## src/rtl/fp_cvt.sv

```systemverilog
// fp_cvt: signed int32 to IEEE-754 binary32 converter with one register stage.
// Rounds to nearest, ties to even. A new operand is accepted every cycle.
module fp_cvt (
    input  logic        clk,
    input  logic        rst,
    input  logic [31:0] in,
    output logic [31:0] res
);

    logic        sign;
    logic [31:0] mag;
    logic [4:0]  lz;
    logic [30:0] norm;
    logic [22:0] mant;
    logic        guard;
    logic        rnd;
    logic        sticky;
    logic        round_up;
    logic [23:0] mant_sum;
    logic [7:0]  exp_base;
    logic [7:0]  exp_final;
    logic [31:0] result;

    assign sign = in[31];

    // Two's-complement magnitude; INT_MIN wraps back to 2^31, which the unsigned view handles correctly
    assign mag = sign ? (~in + 32'd1) : in;

    // Leading-zero count: scanning upward lets the highest set bit write last and win
    always_comb begin
        lz = 5'd0;
        for (int i = 0; i < 32; i++) begin
            if (mag[i]) begin
                lz = 5'(31 - i);
            end
        end
    end

    // Shift the leading 1 up to bit 31 and drop it; it is the implicit bit
    assign norm = 31'(mag << lz);

    // Small operands leave the low bits zero, so the rounding terms vanish and the result is exact
    assign guard    = norm[7];
    assign rnd      = norm[6];
    assign sticky   = |norm[5:0];
    assign round_up = guard & (rnd | sticky | norm[8]);

    // A carry out of the 23-bit mantissa leaves its low bits zero and bumps the exponent
    assign mant_sum  = {1'b0, norm[30:8]} + {23'b0, round_up};
    assign mant      = mant_sum[22:0];
    assign exp_base  = 8'd158 - {3'b000, lz};
    assign exp_final = exp_base + {7'b0, mant_sum[23]};

    // Zero would otherwise look like 2^31 with a zero count, so it is forced to +0.0 here
    assign result = (in == 32'd0) ? 32'h0000_0000 : {sign, exp_final, mant};

    // Output register; reset takes priority over the conversion
    always_ff @(posedge clk) begin
        if (rst) begin
            res <= 32'h0000_0000;
        end else begin
            res <= result;
        end
    end

endmodule

```

## config.mk

```make
export PLATFORM = sky130hd
export DESIGN_NAME = fp_cvt
export DESIGN_NICKNAME = d
export VERILOG_FILES = /design/src/rtl/fp_cvt.sv
export SDC_FILE = /design/constraint.sdc
export NUM_CORES = 1
export LEC_CHECK = 0
export ABC_AREA = 0
export ABC_CLOCK_PERIOD_IN_PS = 6700
export CAP_MARGIN = 25
export CORE_UTILIZATION = 35
export CTS_CLUSTER_DIAMETER = 100
export DETAILED_ROUTE_END_ITERATION = 8
export HOLD_SLACK_MARGIN = 0.02
export PLACE_DENSITY = 0.57
export SLEW_MARGIN = 5
export SYNTH_ARGS = -nofsm -noshare
export SYNTH_HDL_FRONTEND = slang
export SYNTH_SLANG_ARGS = --single-unit
```

## constraint.sdc

```tcl
create_clock -name clk -period 6.7 [get_ports clk]
set_input_delay 1.675 -clock clk [delete_from_list [all_inputs] [get_ports clk]]
set_output_delay 1.675 -clock clk [all_outputs]
set_load 0.02 [all_outputs]
```

==> impl_metrics.ini <==
[pwr]
p_switching_mw = 0.697
ir_drop_mv = 0.133
p_int_mw = 0.980
clkPwrFrac = 0.154
leakagePower_nw = 4.42
switching_share = 0.416
p_comb_frac = 0.711
pwr_density_cell_nw_per_um2 = 158
pwr-share-seq = 0.134

[floorplan]
start_util = 0.358
core_region_area_um2 = 15800
fp.dieArea_um2 = 16700
std_cell_rows = 46
fp.dieW_um = 129
die_y_um = 129
ios = 66

[timing]
setup_ws_ns = -0.157
drv_slew = 0
hold_viol = 0
relSlewSlack = 0.298
finalCritPeriodShare = 1.02
fin_crit_ns = 6.86
setup_viol = 9
max_freq_mhz = 146
worst_pin_slew_ns = 1.05
rsz0062_at_grt = yes
hold_slack_ns = 1.97

[placed_design]
placed_area_um2 = 9080
dp_hpwl_um = 22400
dpl.cell_count = 1339
routabilityCongestion = 0.960
place_ws_ns = -0.914
port-buffer-count = 65

[synth]
ys.flop_type = dfxtp_1
synthCells = 767
synth_cell_types = 105
avgSynthCellArea_um2 = 7.38
async_flop_share = 0
syn-cell-area_um2 = 5660
yosysWarnings = 0
ys_seq_area_frac = 0.113
synthesis.nets = 806
synth-seq-cells = 32
synth-edff-count = 0

[detailed_routing]
drtIter0Drc = 575
drt_wl_total_um = 28600
vias_per_cell = 5.90
vias = 8308
ant_nets = 0
first_pass_iters = 5
drcViolationCount = 0
routedWlPerCell_um = 20.3

[cells_and_area]
largest_register_ffs = 32
top_regs = res: 32 flops
finish.utilization = 0.671
nFillCells = 1360
mostFrequentLayoutCell = buf_4
finalNonFillerCells = 1407
layout_common_cells = 385 x buf_4, 60 x nor2_1, 53 x clkdlybuf4s50_1
num-nets-final = 1229
antennaDiodeCount = 0
syn2layout_area_growth_pct = 87.6
largest_register = res
drive_gt1_frac = 0.501
ff_latch_area_um2 = 641
finalInstanceArea_um2 = 10600
multi_input_area_um2 = 5630

[outcome]
outcome = finished, violations left
failed_checks = setup timing

[worst_setup_path]
critPathRequiredTime_ns = 6.83
crit_path_max_fanout = 6
start_kind = input port
crit_type = input port to register
worstSetupEndpointType = register
arrival_ns = 6.99

[cts]
htree_levels = 2
cts.reportedPaths.clkPinSlew_ns = 0.05
cts_buffers = 5
cts_hold_buf = 0
cts_tree = yes
clock-sinks = 32
cts_root_buf = clkbuf_16
cts_buffer_depth = 2

[min_path]
hold_start = rst
worstHoldPathType = input port to register
holdPathStages = 2
worstHoldEndpoint = res[31]

[global_route]
grt_max_degree = 23
grt_pass1_wl_um = 42600
antenna_found_initial = 0
grt_pass1_vias = 7908
overflow = 0
grt_usage = 0.331

[run]
maxCapViolations = 0
==> repair_timing <==
item | in CTS | in global routing
endpoints found under the setup margin | 23 | 22
cloned | 1 | 1
setup buffers | 33 | 25
pin swaps | 47 | 53
resized for setup | 110 | 87
hold endpoints to repair | 0 | 0
==> routing by layer <==
metal  GRT usage  wire length [µm]  vias up
met2       0.538             13300      326
met5           0                 0        -
li1            -                 -     3877
met4      0.0657               518        0
met1       0.457             12900     4060
met3      0.0557              1930       45
==> power groups by stage <==
| stage | sequential (mW) | clock (mW) | combinational, mW |
|---|---|---|---|
| after floorplan | 0.263 | 0 | 0.463 |
| after global placement | 0.228 | 0 | 0.986 |
| after global routing | 0.228 | 0.270 | 1.26 |
| after CTS | 0.225 | 0.262 | 1.09 |
| final | 0.225 | 0.259 | 1.19 |
| after detailed placement | 0.228 | 0 | 0.996 |
==> cell usage after synthesis, types with 7 or more instances <==
cell,number,area [µm²]
nand2b_1,7,43.8
a31oi_1,16,100
a21oi_1,43,215
o221ai_1,13,114
nand4_1,13,81.3
clkbuf_1,29,109
mux2i_1,32,320
buf_6,7,78.8
nor2_1,63,236
mux2_2,12,135
o21ai_0,31,155
nand2_1,47,176
inv_1,13,48.8
or3_1,10,62.6
o211ai_1,17,128
a211oi_1,21,158
o22ai_1,11,68.8
and2_1,8,50.1
dfxtp_1,32,641
o31ai_1,12,90.1
nand3_1,39,195
o21a_1,8,60.1
nor4_1,17,106
buf_2,10,50.1
o21ai_1,9,45.0
xnor2_1,32,280
xor2_1,17,149
nor3_1,31,155
==> worst max-delay path, cell delays in order <==
cell,delay [ns]
buf_6,0.09
or4_4,0.55
or4_4,0.59
buf_6,0.16
buf_12,0.13
nor4_4,0.24
o21ai_1,0.14
o211ai_1,0.15
o211a_1,0.33
buf_6,0.17
buf_4,0.14
a31oi_1,0.12
o211ai_1,0.23
buf_4,0.17
buf_4,0.11
nand4_1,0.20
nand2_2,0.21
o32ai_4,0.11
a211oi_4,0.25
nand3b_4,0.11
or4_4,0.55
ha_4,0.18
ha_4,0.18
xnor2_2,0.13
nor2_1,0.06
==> worst max-delay path by stage <==
stage | from | to | slack [ns] | cells past startpoint
2_1_floorplan | in[7] | res[25] | 0.01 | 21
3_3_place_gp | in[3] | res[25] | -0.86 | 19
3_5_place_dp | in[3] | res[27] | -0.91 | 20
4_1_cts | in[5] | res[27] | -0.12 | 20
5_1_grt | in[4] | res[27] | -0.33 | 24
6_report | in[4] | res[25] | -0.16 | 25
==> stage by stage <==
stage	setup TNS, ns	power [mW]
2_1_floorplan	0	0.727
3_3_place_gp	-13.35	1.21
3_5_place_dp	-15.66	1.22
4_1_cts	-0.316	1.58
5_1_grt	-2.60	1.75
6_report	-0.918	1.68
==> area by class of cell <==
class	count	share of cell area
clock inverter	2	0.00330
timing repair buffer	473	0.362
inverter	15	0.00601
tap	216	0.0255
sequential	32	0.0603
multi-input combinational	663	0.530
clock buffer	6	0.0121
==> logic make-up after synthesis <==
group / after synthesis / synth area share
AO/OA/AOI/OAI: 276 / 0.371
XOR/XNOR: 49 / 0.0758
adder cells (fa/ha/maj): 5 / 0.0111
buffers and inverters: 73 / 0.0641
flip-flops: 32 / 0.113
multiplexers: 47 / 0.0895
AND/OR/NAND/NOR: 285 / 0.275
No activity file was read; power rests on OpenSTA's default activity.
